$ cat src/rtl/button_event_detect.sv
// button_event_detect: multi-channel push-button conditioner.
// Each channel is a 2-flop synchroniser, a counter-based debounce filter and
// a RELEASED/PRESSED/HELD FSM producing one-cycle press, release, long-press
// and (optionally) auto-repeat pulses.
// Optional feature macro: BUTTON_EVENT_REPEAT_EN (auto-repeat while held).
module button_event_detect #(
  parameter int N_CH            = 4,
  parameter int DEBOUNCE_CYCLES = 100000,
  parameter int LONG_CYCLES     = 50000000,
  parameter int REPEAT_CYCLES   = 10000000,
  parameter int ACTIVE_LOW      = 0
) (
  input  logic            clk_sys,
  input  logic            rst,
  input  logic [N_CH-1:0] button_in,
  output logic [N_CH-1:0] button_level,
  output logic [N_CH-1:0] press_pulse,
  output logic [N_CH-1:0] release_pulse,
  output logic [N_CH-1:0] long_pulse,
  output logic [N_CH-1:0] repeat_pulse,
  output logic            any_press
);

  localparam int DB_W     = (DEBOUNCE_CYCLES > 2) ? $clog2(DEBOUNCE_CYCLES) : 1;
  localparam int HOLD_MAX = (LONG_CYCLES > REPEAT_CYCLES) ? LONG_CYCLES : REPEAT_CYCLES;
  localparam int HOLD_W   = (HOLD_MAX > 2) ? $clog2(HOLD_MAX) : 1;

  localparam logic [DB_W-1:0]   DB_LAST   = DB_W'(DEBOUNCE_CYCLES - 1);
  localparam logic [HOLD_W-1:0] LONG_LAST = HOLD_W'(LONG_CYCLES - 1);
`ifdef BUTTON_EVENT_REPEAT_EN
  localparam logic [HOLD_W-1:0] REP_LAST  = HOLD_W'(REPEAT_CYCLES - 1);
`endif

  // Raw level that means "not pressed"; also the synchroniser reset value.
  localparam logic IDLE_RAW = (ACTIVE_LOW != 0);

  typedef enum logic [1:0] {
    RELEASED = 2'd0,
    PRESSED  = 2'd1,
    HELD     = 2'd2
  } state_t;

  for (genvar ch = 0; ch < N_CH; ch++) begin : g_ch
    logic              meta_p0;
    logic              sync_p1;
    logic              s;
    logic              level;
    logic [DB_W-1:0]   db_cnt;
    logic              accept;
    logic [HOLD_W-1:0] hold_cnt;
    state_t            state;
    logic              press_r;
    logic              release_r;
    logic              long_r;

    // Logical (active-high) view of the synchronised input.
    assign s      = sync_p1 ^ IDLE_RAW;
    // Debounce accepts the new level on this edge.
    assign accept = (s != level) && (db_cnt == DB_LAST);

    // Two-flop synchroniser for the asynchronous raw input.
    always_ff @(posedge clk_sys or posedge rst) begin
      if (rst) begin
        meta_p0 <= IDLE_RAW;
        sync_p1 <= IDLE_RAW;
      end else begin
        meta_p0 <= button_in[ch];
        sync_p1 <= meta_p0;
      end
    end

    // Debounce: count consecutive cycles of disagreement, accept on the last one.
    always_ff @(posedge clk_sys or posedge rst) begin
      if (rst) begin
        db_cnt <= '0;
        level  <= 1'b0;
      end else if (s == level) begin
        db_cnt <= '0;
      end else if (db_cnt == DB_LAST) begin
        level  <= s;
        db_cnt <= '0;
      end else begin
        db_cnt <= db_cnt + 1'b1;
      end
    end

    // Event FSM; a release on the same edge wins over a due long/repeat pulse.
    always_ff @(posedge clk_sys or posedge rst) begin
      if (rst) begin
        state     <= RELEASED;
        hold_cnt  <= '0;
        press_r   <= 1'b0;
        release_r <= 1'b0;
        long_r    <= 1'b0;
      end else begin
        press_r   <= 1'b0;
        release_r <= 1'b0;
        long_r    <= 1'b0;
        case (state)
          RELEASED: begin
            hold_cnt <= '0;
            if (accept && s) begin
              state   <= PRESSED;
              press_r <= 1'b1;
            end
          end
          PRESSED: begin
            if (accept && !s) begin
              state     <= RELEASED;
              release_r <= 1'b1;
              hold_cnt  <= '0;
            end else if (hold_cnt == LONG_LAST) begin
              state    <= HELD;
              long_r   <= 1'b1;
              hold_cnt <= '0;
            end else begin
              hold_cnt <= hold_cnt + 1'b1;
            end
          end
          HELD: begin
            if (accept && !s) begin
              state     <= RELEASED;
              release_r <= 1'b1;
              hold_cnt  <= '0;
            end else begin
`ifdef BUTTON_EVENT_REPEAT_EN
              if (hold_cnt == REP_LAST) begin
                hold_cnt <= '0;
              end else begin
                hold_cnt <= hold_cnt + 1'b1;
              end
`else
              hold_cnt <= '0;
`endif
            end
          end
          default: begin
            state    <= RELEASED;
            hold_cnt <= '0;
          end
        endcase
      end
    end

`ifdef BUTTON_EVENT_REPEAT_EN
    logic repeat_r;

    // Auto-repeat pulse on each wrap of the HELD period counter, unless releasing.
    always_ff @(posedge clk_sys or posedge rst) begin
      if (rst) begin
        repeat_r <= 1'b0;
      end else begin
        repeat_r <= (state == HELD) && (hold_cnt == REP_LAST) && !(accept && !s);
      end
    end

    assign repeat_pulse[ch] = repeat_r;
`else
    assign repeat_pulse[ch] = 1'b0;
`endif

    assign button_level[ch]  = level;
    assign press_pulse[ch]   = press_r;
    assign release_pulse[ch] = release_r;
    assign long_pulse[ch]    = long_r;
  end

  assign any_press = |press_pulse;

endmodule

$ cat config.mk
export PLATFORM = sky130hd
export DESIGN_NAME = button_event_detect
export DESIGN_NICKNAME = d
export VERILOG_FILES = /design/src/rtl/button_event_detect.sv
export SDC_FILE = /design/constraint.sdc
export NUM_CORES = 1
export LEC_CHECK = 0
export CORE_MARGIN = 10
export CORE_UTILIZATION = 50
export CTS_BUF_LIST = sky130_fd_sc_hd__clkbuf_2 sky130_fd_sc_hd__clkbuf_4 sky130_fd_sc_hd__clkbuf_8
export CTS_CLUSTER_DIAMETER = 50
export CTS_CLUSTER_SIZE = 28
export DETAILED_ROUTE_END_ITERATION = 10
export GPL_ROUTABILITY_DRIVEN = 1
export PLACE_DENSITY = 0.76
export REMOVE_ABC_BUFFERS = 1
export SYNTH_ARGS = -nofsm -noshare
export SYNTH_HDL_FRONTEND = slang
export SYNTH_SLANG_ARGS = --single-unit
$ cat constraint.sdc
create_clock -name clk_sys -period 8.6 [get_ports clk_sys]
set_clock_uncertainty 0.05 [all_clocks]
set_input_delay 1.72 -clock clk_sys [delete_from_list [all_inputs] [get_ports clk_sys]]
set_output_delay 1.72 -clock clk_sys [all_outputs]
set_load 0.01 [all_outputs]
==> results.ini <==
[outcome]
status = completed

[sta]
rsz0062_at_grt = false
finalCriticalPeriod_ns = 3.69
setup_viol = 0
maxSlewViolCount = 0
max-slew-margin-rel_pct = 17.7
max_freq_ghz = 0.271
fin_hold_ws_ns = 0.307
fin_crit_sh_pct = 42.9
finalHoldViolations = 0
fin_setup_tns_ns = 0
tightest_slew_ns = 1.22

[worst_hold_path]
hold_depth = 0
holdCritPathClass = flip-flop to flip-flop
min_from = g_ch[1].meta_p0
min_to = g_ch[1].s

[placed_design]
postPlaceCellArea_um2 = 10300
portBuffers = 22
place_congestion = 0.780
hpwl_um = 11400

[critical_path]
required_ns = 6.83
cp-start-kind = flip-flop
path_max_fanout = 2
endpoint_kind = primary output
worstPathArrival_ns = 1.92
worstSetupPathType = flip-flop to primary output
slowest_delay_ns = 0.51
r2r_start = g_ch[1].db_cnt[5]
cp_top_family = simple AND/OR/NAND/NOR gates
reg2reg_slack_ns = 5.68
timing.rr.end = g_ch[1].state[0]
cp_num_buf_inv = 1
cp_cell_sequence = or4_1 > clkdlybuf4s50_1
cpMaxStageDelayCell = or4_1
r2r_cells = 5

[floorplanning]
die_x_um = 161
start_util_pct = 51.1
ioPinCount = 27
num_rows = 51
chipHeight_um = 161
coreArea_um2 = 19500
die_area_um2 = 26000

[grt]
first_global_vias = 6837
track_usage_pct = 13.3
grt_pass1_wl_um = 30800
antenna_found_initial = 0
overflow = 0
grt_max_degree = 125

[clock_tree]
htree_levels = 1
clkTransAtPathRegs_ns = 0.09
cts.repair.resized = 0
post_cts_buffers = 0
cts_hold_buf = 0
clock-sinks = 204
cts_buffers = 23
cts_tree = yes
clock-root-buffer = clkbuf_8
clockBufferDepth = 3
clk-insertion-delay-late_ns = 0.54

[power]
comb_power_share_pct = 2.2
p_per_area_nw_per_um2 = 157
clockPowerShare_pct = 40.3
p_seq_share_pct = 57.5
ir_drop_v = 0.000134
swShare_pct = 25.4
leakage_nw = 4.41
p_int_mw = 1.26
switching_power_mw = 0.429

[yosys]
synthFlopType = dfrtp_1
ys.warnings.count = 0
yosysTopAreaCell = dfrtp_1
yosysMostFrequentCell = dfrtp_1
yosysSeqAreaShare_pct = 51.2
ys_types = 49
netlist_instances = 1006
async_flop_share_pct = 100
syn-cell-area_um2 = 9970
yosys_register_bits = 204
synth_area_leaders = dfrtp_1, xor2_1, nor2_1
synth_edf_count = 0
synth.avg_cell_area_um2 = 9.91
synth_common_cells = dfrtp_1, nor2_1, xor2_1
yosys.area.top_type_share_pct = 51.2

[final_layout]
final_util_pct = 55.1
syn2layout_area_growth_pct = 7.83
nFillCells = 1760
drive_gt1_share_pct = 5.82
stdcell_area_um2 = 10800
layout.nets = 1040
diodes = 0

[detailed_routing]
drc = 0
viasPerCell = 5.27
ant_nets = 0
drt-total-wl_um = 16900
num_vias = 6824
wire_per_inst_um = 13.1
drt_pre_antenna_iters = 4
drt-initial-drc-count = 259

[run]
maxCapViolations = 0

-- power by group through the flow --
stage	Clock (mW)	Combinational, mW	Sequential (mW)
6_report	0.680	0.0366	0.970
5_1_grt	0.739	0.0440	0.972
4_1_cts	0.703	0.0387	0.971
3_5_place_dp	0	0.0387	0.990
3_3_place_gp	0	0.0380	0.989
2_1_floorplan	0	0.0274	0.989
-- worst max path at each step --
| stage | start | endpoint | slack [ns] | cells past startpoint |
|---|---|---|---|---|
| after floorplan | rst | g_ch[0].db_cnt[0] | 1.26 | 1 |
| after global placement | rst | g_ch[1].hold_cnt[8] | 4.61 | 3 |
| after detailed placement | rst | g_ch[2].press_r | 4.61 | 3 |
| after CTS | g_ch[1].press_r | any_press | 4.88 | 2 |
| after global routing | g_ch[1].press_r | any_press | 4.83 | 2 |
| final | g_ch[1].press_r | any_press | 4.91 | 2 |
-- routing by layer --
metal / wire, um / part of all wire [%] / GRT usage (%)
met3: 558 / 3.3 / 2.47
met5: 0 / 0 / 0
met4: 455 / 2.7 / 4.43
met1: 7930 / 47 / 17.2
met2: 7980 / 47 / 22.0
-- cell families (layout without fill, tap and decap cells) --
| logic type | after synthesis | in the layout | share of synthesized area (%) |
|---|---|---|---|
| AOI/OAI and AO/OA | 30 | 30 | 1.77 |
| xor gates and xnor gates | 153 | 153 | 13.4 |
| adders and majority gates | 20 | 20 | 2.51 |
| buffers and inverters | 74 | 96 | 4.05 |
| DFF | 204 | 204 | 51.2 |
| muxes | 9 | 9 | 0.966 |
| other | 1 | 4 | 0.0376 |
| and+or+nand+nor | 515 | 515 | 26.0 |
-- state kept, by name, summed over array words and instances, names as in the netlist --
name            cells
g_ch.hold_cnt     104
g_ch.s              4
g_ch.level          4
g_ch.long_r         4
g_ch.release_r      4
g_ch.press_r        4
g_ch.meta_p0        4
g_ch.db_cnt        68
g_ch.state          8
-- placed cells by master (no fill, tap or decap), types with 10 or more instances in the layout --
| cell | count |
|---|---|
| dfrtp_1 | 204 |
| nor2_1 | 193 |
| xor2_1 | 98 |
| nand3_1 | 72 |
| nand2_1 | 58 |
| xnor2_1 | 55 |
| nand4_1 | 47 |
| inv_1 | 30 |
| and3_1 | 29 |
| clkbuf_8 | 23 |
| nor4_1 | 22 |
| clkdlybuf4s50_1 | 22 |
| nor3_1 | 20 |
| ha_1 | 20 |
| and4_1 | 15 |
| o21ai_0 | 10 |
-- final cells by class --
type / count / area, um2 / area share, %
clock inverters: 18 / 166 / 1.55
flip-flops and latches: 204 / 5100 / 47.5
well taps: 265 / 332 / 3.08
inverters: 31 / 124 / 1.15
clock buffers: 24 / 324 / 3.01
repair buffers: 23 / 228 / 2.12
multi-input cells: 731 / 4470 / 41.6
-- per-stage QoR --
| stage | setup WS, ns | power, mW | std cells |
|---|---|---|---|
| 2_1_floorplan | 1.26 | 1.02 | 966 |
| 3_3_place_gp | 4.61 | 1.03 | 1254 |
| 3_5_place_dp | 4.61 | 1.03 | 1254 |
| 4_1_cts | 4.88 | 1.71 | 1296 |
| 5_1_grt | 4.83 | 1.76 | 1296 |
| 6_report | 4.91 | 1.69 | 1296 |
Power figures use the tool's default switching activity.
